==> src/rtl/motor_ctrl_pkg.sv <==
// Shared definitions for the motor move sequencer: FSM state codes, default
// timing constants and a small unsigned-min helper.
package motor_ctrl_pkg;

    typedef enum logic [2:0] {
        ST_IDLE   = 3'd0,
        ST_SETTLE = 3'd1,
        ST_RAMP   = 3'd2,
        ST_CRUISE = 3'd3,
        ST_SLOW   = 3'd4,
        ST_FAULT  = 3'd5
    } motor_state_t;

    localparam int DEF_RAMP_DIV     = 16000;
    localparam int DEF_RAMP_STEP    = 1;
    localparam int DEF_SLOW_TICKS   = 64;
    localparam int DEF_DUTY_SLOW    = 20;
    localparam int DEF_DEADTIME     = 1600;
    localparam int DEF_STALL_CYCLES = 1600000;

    function automatic logic [31:0] umin32(input logic [31:0] a, input logic [31:0] b);
        return (a < b) ? a : b;
    endfunction

endpackage

==> src/rtl/duty_ramp.sv <==
// Ramp generator: a divider that steps a saturating duty accumulator by
// RAMP_STEP every RAMP_DIV enabled cycles, capped at limit.
module duty_ramp #(
    parameter int RAMP_DIV  = 16000,
    parameter int RAMP_STEP = 1
) (
    input  logic        clk,
    input  logic        reset,
    input  logic        clear,
    input  logic        enable,
    input  logic [31:0] limit,
    output logic [31:0] duty,
    output logic [31:0] duty_nxt
);

    localparam logic [31:0] DIV_LAST = 32'(RAMP_DIV - 1);

    logic [31:0] div_q;
    logic [31:0] div_nxt;
    logic        armed_q;
    logic        armed_nxt;

    function automatic logic [31:0] step_sat(input logic [31:0] d, input logic [31:0] lim);
        logic [32:0] sum;
        sum = {1'b0, d} + 33'(RAMP_STEP);
        return (sum >= {1'b0, lim}) ? lim : sum[31:0];
    endfunction

    // armed marks the first enabled cycle after a clear: the first step is
    // taken immediately so the output starts at min(RAMP_STEP, limit).
    always_comb begin
        duty_nxt  = duty;
        div_nxt   = div_q;
        armed_nxt = armed_q;
        if (clear) begin
            duty_nxt  = '0;
            div_nxt   = '0;
            armed_nxt = 1'b1;
        end else if (enable) begin
            if (armed_q) begin
                duty_nxt  = step_sat('0, limit);
                div_nxt   = '0;
                armed_nxt = 1'b0;
            end else if (div_q == DIV_LAST) begin
                duty_nxt = step_sat(duty, limit);
                div_nxt  = '0;
            end else begin
                div_nxt = div_q + 32'd1;
            end
        end
    end

    always_ff @(posedge clk or posedge reset) begin
        if (reset) begin
            duty    <= '0;
            div_q   <= '0;
            armed_q <= 1'b0;
        end else begin
            duty    <= duty_nxt;
            div_q   <= div_nxt;
            armed_q <= armed_nxt;
        end
    end

endmodule

==> src/rtl/motor_move_ctrl.sv <==
// Move sequencer for one drive motor: settle, ramp, cruise and slow approach
// on the selected pwm output, stopping on arrival, abort or encoder stall.
module motor_move_ctrl
    import motor_ctrl_pkg::*;
#(
    parameter int RAMP_DIV     = DEF_RAMP_DIV,
    parameter int RAMP_STEP    = DEF_RAMP_STEP,
    parameter int SLOW_TICKS   = DEF_SLOW_TICKS,
    parameter int DUTY_SLOW    = DEF_DUTY_SLOW,
    parameter int DEADTIME     = DEF_DEADTIME,
    parameter int STALL_CYCLES = DEF_STALL_CYCLES
) (
    input  logic        clk,
    input  logic        reset,
    input  logic        start,
    input  logic        abort,
    input  logic [31:0] target_ticks,
    input  logic        dir,
    input  logic [31:0] duty_max,
    input  logic [31:0] enc_count,
    output logic [31:0] pwm_fwd,
    output logic [31:0] pwm_bwd,
    output logic        busy,
    output logic        done,
    output logic        fault,
    output logic [2:0]  state
);

    localparam logic [31:0] SETTLE_LAST = 32'(DEADTIME - 1);
    localparam logic [31:0] STALL_LAST  = 32'(STALL_CYCLES - 1);
    localparam logic [31:0] SLOW_W      = 32'(SLOW_TICKS);
    localparam logic [31:0] DUTY_SLOW_W = 32'(DUTY_SLOW);

    // Handshake: start and abort are single-cycle strobes sampled on clk;
    // start is accepted only in IDLE/FAULT without abort, abort always wins.
    // done is a one-cycle strobe, busy and fault are levels.
    motor_state_t st, st_nxt;

    logic [31:0] tgt_q, dmax_q, base_q, enc_prev_q;
    logic        dir_q;
    logic [31:0] settle_cnt, stall_cnt;

    logic        start_acc, done_nxt;
    logic [31:0] travelled, remaining, drive_nxt;
    logic        arrived, near, enc_moved, stalled, driving;
    logic        ramp_en;
    logic [31:0] ramp_duty, ramp_duty_nxt;

    assign travelled = dir_q ? (enc_count - base_q) : (base_q - enc_count);
    assign remaining = tgt_q - travelled;
    assign arrived   = (travelled >= tgt_q);
    assign near      = (remaining <= SLOW_W);
    assign enc_moved = (enc_count != enc_prev_q);
    assign stalled   = (stall_cnt == STALL_LAST) && !enc_moved;
    assign driving   = (st == ST_RAMP) || (st == ST_CRUISE) || (st == ST_SLOW);
    assign ramp_en   = (st_nxt == ST_RAMP);
    assign state     = st;

    duty_ramp #(
        .RAMP_DIV (RAMP_DIV),
        .RAMP_STEP(RAMP_STEP)
    ) u_ramp (
        .clk     (clk),
        .reset   (reset),
        .clear   (!ramp_en),
        .enable  (ramp_en),
        .limit   (dmax_q),
        .duty    (ramp_duty),
        .duty_nxt(ramp_duty_nxt)
    );

    always_comb begin
        st_nxt    = st;
        start_acc = 1'b0;
        done_nxt  = 1'b0;
        if (abort) begin
            st_nxt = ST_IDLE;
        end else begin
            case (st)
                ST_IDLE: begin
                    if (start) begin
                        start_acc = 1'b1;
                        if (target_ticks == '0) begin
                            done_nxt = 1'b1;
                        end else begin
                            st_nxt = ST_SETTLE;
                        end
                    end
                end
                ST_SETTLE: begin
                    if (settle_cnt == SETTLE_LAST) st_nxt = ST_RAMP;
                end
                ST_RAMP, ST_CRUISE, ST_SLOW: begin
                    // Arrival is checked first so an overshoot never detours via SLOW.
                    if (arrived) begin
                        st_nxt   = ST_IDLE;
                        done_nxt = 1'b1;
                    end else if (stalled) begin
                        st_nxt = ST_FAULT;
                    end else if (st != ST_SLOW && near) begin
                        st_nxt = ST_SLOW;
                    end else if (st == ST_RAMP && ramp_duty >= dmax_q) begin
                        st_nxt = ST_CRUISE;
                    end
                end
                ST_FAULT: begin
                    if (start) begin
                        start_acc = 1'b1;
                        st_nxt    = ST_SETTLE;
                    end
                end
                default: st_nxt = ST_IDLE;
            endcase
        end
    end

    always_comb begin
        drive_nxt = '0;
        case (st_nxt)
            ST_RAMP:   drive_nxt = ramp_duty_nxt;
            ST_CRUISE: drive_nxt = dmax_q;
            ST_SLOW:   drive_nxt = umin32(DUTY_SLOW_W, dmax_q);
            default:   drive_nxt = '0;
        endcase
    end

    always_ff @(posedge clk or posedge reset) begin
        if (reset) begin
            st         <= ST_IDLE;
            tgt_q      <= '0;
            dmax_q     <= '0;
            base_q     <= '0;
            dir_q      <= 1'b0;
            enc_prev_q <= '0;
            settle_cnt <= '0;
            stall_cnt  <= '0;
            pwm_fwd    <= '0;
            pwm_bwd    <= '0;
            busy       <= 1'b0;
            done       <= 1'b0;
            fault      <= 1'b0;
        end else begin
            st         <= st_nxt;
            enc_prev_q <= enc_count;
            if (start_acc) begin
                tgt_q  <= target_ticks;
                dmax_q <= duty_max;
                base_q <= enc_count;
                dir_q  <= dir;
            end
            settle_cnt <= (st == ST_SETTLE && st_nxt == ST_SETTLE) ? settle_cnt + 32'd1 : '0;
            // Watchdog runs only while driving; SETTLE exit leaves it at zero.
            stall_cnt  <= (driving && !enc_moved) ? stall_cnt + 32'd1 : '0;
            pwm_fwd    <= dir_q ? drive_nxt : '0;
            pwm_bwd    <= dir_q ? '0 : drive_nxt;
            busy       <= (st_nxt == ST_SETTLE) || (st_nxt == ST_RAMP) ||
                          (st_nxt == ST_CRUISE) || (st_nxt == ST_SLOW);
            done       <= done_nxt;
            fault      <= (st_nxt == ST_FAULT);
        end
    end

endmodule

==> config.mk <==
export PLATFORM = sky130hd
export DESIGN_NAME = motor_move_ctrl
export DESIGN_NICKNAME = d
export VERILOG_FILES = /design/src/rtl/motor_ctrl_pkg.sv /design/src/rtl/duty_ramp.sv /design/src/rtl/motor_move_ctrl.sv
export SDC_FILE = /design/constraint.sdc
export NUM_CORES = 1
export LEC_CHECK = 0
export CORE_UTILIZATION = 50
export DETAILED_ROUTE_END_ITERATION = 10
export GPL_ROUTABILITY_DRIVEN = 0
export HOLD_SLACK_MARGIN = 0.02
export MAX_ROUTING_LAYER = met4
export PLACE_DENSITY = 0.73
export SLEW_MARGIN = 30
export SYNTH_ARGS = -nofsm -noshare
export SYNTH_HDL_FRONTEND = slang
export SYNTH_SLANG_ARGS = --single-unit
==> constraint.sdc <==
create_clock -name clk -period 16.6 [get_ports clk]
set_input_delay 3.32 -clock clk [delete_from_list [all_inputs] [get_ports clk]]
set_output_delay 3.32 -clock clk [all_outputs]
set_load 0.01 [all_outputs]
* Word level (Yosys, flattened, before mapping)
Index checks and enable logic that the tools add are counted.
** Cells by class
- Multiplexer cells :: 34
- Magnitude comparators :: 6
- Add/subtract/negate cells :: 7
- Equality and inequality tests :: 15
- Reduce and logical (&&, ||, !) cells :: 15
** Operator list (number)
- 32-bit two-way mux :: 14
- 32-bit by 1-bit adder with 32-bit output, second input constant :: 3
- 32-bit case mux with 3 select lines :: 1
- 32-bit subtractor :: 3
- 32-bit >= comparator :: 2
- 32-bit by 1-bit adder with 33-bit output, second input constant :: 1
- 33-bit by 32-bit >= comparator with 1-bit output :: 1
- 32-bit by 11-bit == test with 1-bit output, second input constant :: 1
- 32-bit by 14-bit == test with 1-bit output, second input constant :: 1
- 32-bit by 21-bit == test with 1-bit output, second input constant :: 1
- 1-bit by 32-bit >= comparator with 1-bit output, first input constant :: 1
- 32-bit by 7-bit less-or-equal comparator with 1-bit output, second input constant :: 1
- 32-bit logical NOT :: 1
- 5-bit by 32-bit less-than comparator with 1-bit output, first input constant :: 1
- 32-bit inequality test :: 1
- 3-bit two-way mux :: 9
- 3-bit by 2-bit == test with 1-bit output, second input constant :: 4
- 3-bit == test, second input constant :: 4
- 3-bit case mux with 4 select lines :: 1
- 1-bit two-way mux :: 8
- 3-bit by 1-bit == test with 1-bit output, second input constant :: 2
- 1-bit logical AND :: 5
- 1-bit logical OR :: 5
- 3-bit logical NOT :: 1
- 5 further kinds :: 5
** Word-level totals
- Register bits after elaboration :: 328

* Depth between registers and ports, before layout
Gate-level depths: netlist of run 1.
- Depth in word-level cells :: 14
- Gate-level depth with buffers :: 30
- Gate-level depth less buffers :: 26

* By module
From an unflattened synthesis of run 1, not the netlist that was laid out.
** Second synthesis, totals
- Cells, all modules :: 2501
- Area total of the unflattened synthesis :: 22347.7 um^2
** Modules (own cells, without submodules)
- motor_move_ctrl :: times used 1, sequential area each 6581.3 um^2, area an instance 17210.3 um^2, cells each 1858
- duty_ramp :: times used 1, sequential area each 1626.6 um^2, area an instance 5137.4 um^2, cells each 643

* Worst setup path after synthesis of run 1
Ideal clock, no wire load.
- Path type :: input -> register
- From :: input port enc_count[5]
- To :: register pwm_bwd[23]
- Slack :: 8.018 ns
- Data arrival time :: 8.440 ns
- Stages on the path :: 29
- Path through :: inv_1 -> ha_1 -> clkbuf_1 -> a21o_1 -> a21o_1 -> a21o_1 -> a21oi_1 -> o211ai_1 -> nand3_1 -> o31a_1 -> o21ai_0 -> nand4_1 -> o21ai_0 -> xnor2_1 -> ha_1 -> buf_2 -> a21oi_1 -> o21ai_0 -> a211o_1 -> o2111a_1 -> o32ai_1 -> xor2_1 -> nand4_1 -> or4_4 -> o211a_1 -> o21ai_2 -> buf_6 -> buf_12 -> o32ai_2
** Between the ends
- Cells in the longest elaborated chain, start to end :: 14
- Elaborated cells between the ends (all ways) :: 21
** RTL lines
- start, declared :: RTL line motor_move_ctrl.sv:20 : input logic [31:0] enc_count,
- 32-bit subtractor :: RTL line motor_move_ctrl.sv:49 : assign travelled = dir_q ? (enc_count - base_q) : (base_q - enc_count);
- 32-bit two-way mux :: RTL line motor_move_ctrl.sv:49
- 32-bit subtractor :: RTL line motor_move_ctrl.sv:50 : assign remaining = tgt_q - travelled;
- 32-bit by 7-bit less-or-equal comparator with 1-bit output :: RTL line motor_move_ctrl.sv:52 : assign near = (remaining <= SLOW_W);
- 1-bit logical AND :: RTL line motor_move_ctrl.sv:100 : end else if (st != ST_SLOW && near) begin
- 3-bit two-way mux :: RTL line motor_move_ctrl.sv:100
- 3-bit two-way mux :: RTL line motor_move_ctrl.sv:98 : end else if (stalled) begin
- 3-bit two-way mux (*) :: RTL line motor_move_ctrl.sv:95 : if (arrived) begin
- 3-bit case mux with 4 select lines (*) :: RTL line motor_move_ctrl.sv:79 : case (st)
- 3-bit two-way mux (*) :: RTL line motor_move_ctrl.sv:76 : if (abort) begin
- 3-bit by 2-bit == test with 1-bit output :: RTL line motor_move_ctrl.sv:56, motor_move_ctrl.sv:119
- 32-bit two-way mux :: RTL line duty_ramp.sv:35 : if (clear) begin
- 32-bit case mux with 3 select lines (*) :: RTL line motor_move_ctrl.sv:119 : case (st_nxt)
- 32-bit two-way mux (*) :: RTL line motor_move_ctrl.sv:155 : pwm_bwd <= dir_q ? '0 : drive_nxt;
- end signal, assigned :: RTL line motor_move_ctrl.sv:155
- end, declared :: RTL line motor_move_ctrl.sv:22 : output logic [31:0] pwm_bwd,
Every way passes the cells marked *; elsewhere a longest branch is shown, timed or not.
A chain may end at the register's enable or synchronous reset.

* Final worst setup path of run 1
- From :: input port enc_count[0]
- To :: register u_ramp.div_q[15]
** Between the ends
- Cells in the longest elaborated chain, start to end :: 12
- Elaborated cells between the ends (all ways) :: 17
** RTL lines
- 32-bit subtractor :: RTL line motor_move_ctrl.sv:49
- 32-bit two-way mux :: RTL line motor_move_ctrl.sv:49
- 32-bit subtractor :: RTL line motor_move_ctrl.sv:50
- 32-bit by 7-bit less-or-equal comparator with 1-bit output :: RTL line motor_move_ctrl.sv:52
- 1-bit logical AND :: RTL line motor_move_ctrl.sv:100
- 3-bit two-way mux :: RTL line motor_move_ctrl.sv:100
- 3-bit two-way mux :: RTL line motor_move_ctrl.sv:98
- 3-bit two-way mux (*) :: RTL line motor_move_ctrl.sv:95
- 3-bit case mux with 4 select lines (*) :: RTL line motor_move_ctrl.sv:79
- 3-bit two-way mux (*) :: RTL line motor_move_ctrl.sv:76
- 3-bit by 2-bit == test with 1-bit output (*) :: RTL line motor_move_ctrl.sv:56 : assign ramp_en = (st_nxt == ST_RAMP);
- 32-bit two-way mux (*) :: RTL line duty_ramp.sv:35
- via u_ramp.div_nxt[15] :: RTL line duty_ramp.sv:19 : logic [31:0] div_nxt;
- end signal, assigned :: RTL line duty_ramp.sv:60 : div_q <= div_nxt;
- end, declared :: RTL line duty_ramp.sv:18 : logic [31:0] div_q;
The timed path passes the listed nets; every way through them passes the cells marked *.

==> results of run 1 <==
-- per-layer routing --
metal | vias up | part of all wire, % | wire [um] | GRT usage [%]
met4 | 0 | 4.4 | 2600 | 12.4
met5 | - | 0 | 0 | -
met3 | 175 | 5.6 | 3270 | 3.71
li1 | 8771 | - | - | -
met1 | 9018 | 41 | 24400 | 33.4
met2 | 722 | 49 | 28600 | 46.4
-- cells by family (layout without fill, tap and decap cells) --
logic type | after synthesis | in the layout | synth area share [%]
buf+inv | 256 | 403 | 5.04
simple gates | 797 | 797 | 18.0
flops | 328 | 328 | 37.9
other cells | 0 | 1 | 0
mux | 93 | 93 | 4.71
compound gates | 559 | 559 | 17.2
fa+ha+maj | 164 | 164 | 9.55
xor+xnor | 187 | 187 | 7.57
-- report_power, final --
part	total (mW)	switching [mW]	internal, mW
Clock	0.876	0.350	0.526
Sequential	0.902	0.0532	0.849
Combinational	1.16	0.714	0.442
-- critical path: stages --
cell and delay, ps:
clkdlybuf4s50_1 550, inv_1 80, ha_1 230, fa_1 410, nor2b_1 150, o21ai_0 140, nand2_1 110, a21oi_1 80
o21ai_0 170, nand3_1 170, o31a_1 370, o21ai_0 320, nand4_1 180, o21ai_0 150, xnor2_1 170, ha_1 380
a21oi_1 270, o21ai_0 210, a211o_1 320, o2111a_1 240, o32ai_1 270, xor2_1 180, nand4_1 120, or4_4 480
o211ai_1 270, a21o_2 170, buf_4 570, nor3_1 150
-- worst max-delay path by stage --
stage                 start               end  slack, ps  depth (start not counted)
2_1_floorplan         reset         base_q[0]       4200                          1
5_1_grt        enc_count[1]  u_ramp.div_q[31]       6360                         25
3_3_place_gp   enc_count[1]  u_ramp.div_q[11]       6540                         25
6_report       enc_count[0]  u_ramp.div_q[15]       6780                         28
4_1_cts        enc_count[1]   u_ramp.div_q[3]       6950                         25
3_5_place_dp   enc_count[1]  u_ramp.div_q[15]       6340                         25
-- metrics by stage --
stage	setup slack [ps]	utilization (%)	instances	cell area [um^2]	hold slack, ps
2_1_floorplan	4200	-	2384	21600	448
3_3_place_gp	6540	55.9	3037	23700	463
3_5_place_dp	6340	56.1	3039	23700	470
4_1_cts	6950	59.2	3108	25000	477
5_1_grt	6360	59.2	3109	25100	506
6_report	6780	59.2	3109	25100	476
-- layout make-up --
type	count	share of cell area, %
antenna	1	0.00999
clock buffer	51	4.35
clock inverter	18	0.879
inverter	147	2.23
multi-input combinational	1800	49.4
sequential	328	32.8
tap	577	2.88
timing repair buffer	187	7.47
-- layout by cell type, fill, tap and decap left out, types with 59 or more instances in the layout --
cell type	n
xnor2_1	113
nor2_1	205
nor3_1	72
a21oi_1	150
nand2_1	183
ha_1	162
mux2_2	71
xor2_1	74
inv_1	144
nand3_1	87
o21ai_0	132
nand4_1	59
clkdlybuf4s50_1	170
dfrtp_1	327
-- flip-flops by register name, indices dropped and copies added, names as in the netlist --
| signal | count |
|---|---|
| done | 1 |
| u_ramp.armed_q | 1 |
| u_ramp.duty | 32 |
| enc_prev_q | 32 |
| pwm_bwd | 32 |
| fault | 1 |
| pwm_fwd | 32 |
| settle_cnt | 32 |
| tgt_q | 32 |
| u_ramp.div_q | 32 |
| dmax_q | 32 |
| stall_cnt | 32 |
| state | 3 |
| busy | 1 |
| dir_q | 1 |
| base_q | 32 |
==> metrics, run 1 <==
status complete, no violations; R2R Path Start dir_q; worst hold path class reg2reg; startpoint types input pin; synth top area cells dfrtp_1, ha_1, xnor2_1, mux2_2, nor2_1; worst rel slew slack 38.2%; Reg clk slew, reported paths 60 ps; post-route ant nets 0; fraction of registers with async set/reset between 90% and 100%; Initial Utilization 51.1%; initial antenna violation count 1; fmax 0.102 GHz; # rows 75; CTS Sinks 328; DR vias/cell 6.01; root buffer selected by CTS clkbuf_16; worst-margin pin slew 918 ps; final setup fails 0; Min-Delay Endpoint settle_cnt[0]; reg2reg setup slack about 9600 ps; HP Start settle_cnt[0]; Most used DFF post-synth dfrtp_1; cell area after synthesis roughly 0.022 mm^2; largest net degree at the start of global routing 106; htree depth 2; Fin Setup TNS 0 ps; Yosys warnings 0; Tmin final a little under 10,000 ps; initial DRC count 1,600; I/O pins between 150 and 200; Net Count, Synth roughly 2,600; CTS tree built; Port Buf Inserts 170; Fillers 3,591; share of post-route cells with drive strength above 1 under 10%; GRT overflow 0; cell accounting for the most synthesized area dfrtp_1; Die Y 210 um; vias in the first global route roughly 19,000; max cap viols 0; global-route wire length before repair about 96 mm; WHS Path Cells 1; Detailed Place HPWL around 43 mm; fin nets 2,767; Die ar. 0.0441 mm^2; Core ar. ~0.042 mm^2; Post-synth top cells dfrtp_1, nor2_1, nand2_1, ha_1, a21oi_1; number of synthesized flops with an enable pin 0; reg2reg end u_ramp.div_q[15]; area of the multi-input gates 0.0124 mm^2; Die Wd roughly 210 um; via count 18,686; # resized after CTS 0; CP Capture Type flop; DRT Wirelength 58.9 mm; synthesized area per cell ~9 um^2; drt drc 0; FF+latch area a little over 0.008 mm^2; CP Max Fanout 63; top-count cell post-synth dfrtp_1; DR WL/cell between 15 and 20 um; final hold vios 0; P_leak between 10 and 15 nW; Final Cycle Share a little under 60%; Yosys cell types just over 80; 1st-pass router iterations 6; postcts setup bufs 0; clk_lat worst skew 570 ps; crit path DAT between 10,000 and 15,000 ps; Total Power Consumption 2.93 mW; cts hold-fix bufs 0; Syn Inst Count between 2,000 and 2,500; top cell type's share of synthesized area approximately 38%; Clock Tree Buf Depth 3; RSZ-0062 raised after global routing false; VDD IR-drop max approximately 0.088 mV; Power Dens Cells between 100 and 150 mW/mm^2; WP data required approximately 17,000 ps; flip-flop and latch count after synthesis 328; R2R depth 22; Slew Viols, Final 0; sequential fraction of the synthesis area between 30% and 40%; Area Growth Syn to Fin 15.8%; CTS Buf Count 38; Worst Clk Skew about 30 ps; GRT Total Usage approximately 28%; critical path class in2reg
No activity file was read; power rests on OpenSTA's default activity.
==> run 2, diff against run 1 <==
--- a/config.mk
+++ b/config.mk
@@ -10,7 +10,7 @@
 export GPL_ROUTABILITY_DRIVEN = 0
 export HOLD_SLACK_MARGIN = 0.02
 export MAX_ROUTING_LAYER = met4
-export PLACE_DENSITY = 0.73
+export PLACE_DENSITY = 0.76
 export SLEW_MARGIN = 30
 export SYNTH_ARGS = -nofsm -noshare
 export SYNTH_HDL_FRONTEND = slang
==> constraint.sdc (replaced) <==
create_clock -name clk -period 8.04 [get_ports clk]
set_input_delay 1.608 -clock clk [delete_from_list [all_inputs] [get_ports clk]]
set_output_delay 1.608 -clock clk [all_outputs]
set_load 0.01 [all_outputs]
==> metrics, run 2 (same netlist as run 1, synthesis figures left out) <==
crit-path max cell delay about 500 ps; DRT Wirelength between 50 and 60 mm; DR WL/cell between 15 and 20 um; Combinational Power Share roughly 41%; CP Max Fanout 31; met3 wire len about 3.7 mm; Util after Layout 59.6%; Area Growth Syn to Fin 16.6%; I/O pins 171; Slew Viols, Final 0; 1st-pass router iterations 7; CP dominant cell by count a21oi_1; Die Wd around 210 um; GRT Total Usage around 28%; vias in the first global route 18,396; global-route wire length before repair 95.2 mm; fin worst setup slack 313 ps; Core ar. ~0.042 mm^2; internal power 3.74 mW; initial DRC count ~1,700; CTS tree built; final setup fails 0; clock power share between 20 and 30%; DR vias/cell 6.06; drt drc 0; VDD IR-drop max about 0.15 mV; Switching Fraction a little under two fifths; critical path class in2reg; slowest CP cell nor4_1; GRT overflow 0; RSZ-0062 raised after global routing false; largest net degree at the start of global routing 150; top routing layer in use met4; Port Buf Inserts 170; Die Y 210 um; Setup WS pre-CTS about 5.7 ps; fin nets between 2,000 and 3,000; post-route ant nets 0; P_leak approximately 11 nW; Routed met2 length 29.1 mm; Initial Utilization 51.1%; max cap viols 0; Reg clk slew, reported paths ~60 ps; clk_lat worst skew 570 ps; worst hold path class reg2reg; root buffer selected by CTS clkbuf_16; CTS Buf Count 37; worst-margin pin slew ~1000 ps; switching pwr about 2.3 mW; Power Dens Cells between 200 and 250 mW/mm^2; share of post-route cells with drive strength above 1 8.34%; area post-placement about 0.024 mm^2; CTS Sinks ~330; Fin Setup TNS 0 ps; most frequent cells in the layout dfrtp_1, nor2_1, nand2_1; htree depth 2; status complete, no violations; fmax roughly 0.13 GHz; startpoint types input pin; crit path DAT roughly 8200 ps; met1 WL 24.5 mm; CP Capture Type flop; Final Cycle Share a little over nine tenths; initial antenna violation count 1; Worst Clk Skew ~25 ps; # rows 75; Die ar. between 0.04 and 0.05 mm^2; sequential share of power 30.8%; commonest non-fill, non-tap cell in the layout dfrtp_1; Detailed Place HPWL 43.7 mm; Design Area, Final about 0.025 mm^2; Tmin final between 7000 and 8000 ps; Clock Tree Buf Depth 3; final hold vios 0; via count between 15,000 and 20,000; worst rel slew slack approximately a third; WP data required approximately 8500 ps
run 2: changes by cell type in the layout (fill, tap and decap cells not counted), moves of 2 or more:
cell	change
buf_4	+20
buf_12	+8
buf_6	-3
clkbuf_1	+3
clkbuf_8	+3
clkinv_2	-3
bufinv_16	-2
nor4_1	+2
nor4_2	-2
run 2: repair_timing:
action                                  CTS  global route
hold buffers                              0             0
gates resized for setup                   0             1
endpoints found under the hold margin     0             0
setup buffers                             0             0
endpoints found under the setup margin    0            60
run 2: metrics by stage:
stage | power, mW | std cells | hold WS (ps)
floorplan | 3.60 | 2384 | 448
global placement | 4.18 | 3062 | 460
detailed placement | 4.25 | 3062 | 473
CTS | 6.01 | 3129 | 481
global route | 6.36 | 3131 | 502
finish | 6.06 | 3131 | 481
run 2: layout make-up:
class / instances / area [um^2]
Antenna cell: 1 / 2.50
Clock buffer: 56 / 1120
Clock inverter: 11 / 134
Fill cell: 3592 / 17100
Inverter: 147 / 556
Multi-Input combinational cell: 1800 / 12400
Sequential cell: 328 / 8210
Tap cell: 577 / 722
Timing Repair Buffer: 211 / 2120
run 2: worst paths after layout:
| path | from | to | slack (ps) | depth (start not counted) |
|---|---|---|---|---|
| max | enc_count[0] | pwm_bwd[17] | 310 | 28 |
| min | stall_cnt[0] | stall_cnt[0] | 480 | 1 |
| max reg2reg | dir_q | pwm_bwd[17] | 1270 | 22 |
| min reg2reg | stall_cnt[0] | stall_cnt[0] | 480 | 1 |
| max in group asynchronous | reset | dir_q | 5100 | 4 |
| min in group asynchronous | reset | dmax_q[20] | 1580 | 3 |
run 2: metal layers:
layer / vias to the layer above / GRT usage, %
li1: 8813 / -
met1: 9193 / 33.4
met2: 778 / 46.5
met3: 175 / 3.89
met4: 0 / 10.6
met5: - / -
run 2: worst max-delay path: cells and delay by family:
kind                       cells  cell delay, ps
xor gates and xnor gates       2             340
adders and majority gates      3             700
buffers and inverters          3             760
AOI/OAI and AO/OA             15            3580
and+or+nand+nor                5            1150
run 2: power by group through the flow:
stage | clock [mW] | combinational, mW | sequential [mW]
final | 1.74 | 2.45 | 1.87
after global routing | 1.83 | 2.65 | 1.88
after CTS | 1.77 | 2.37 | 1.86
after detailed placement | 0 | 2.35 | 1.89
after global placement | 0 | 2.30 | 1.89
after floorplan | 0 | 1.76 | 1.85
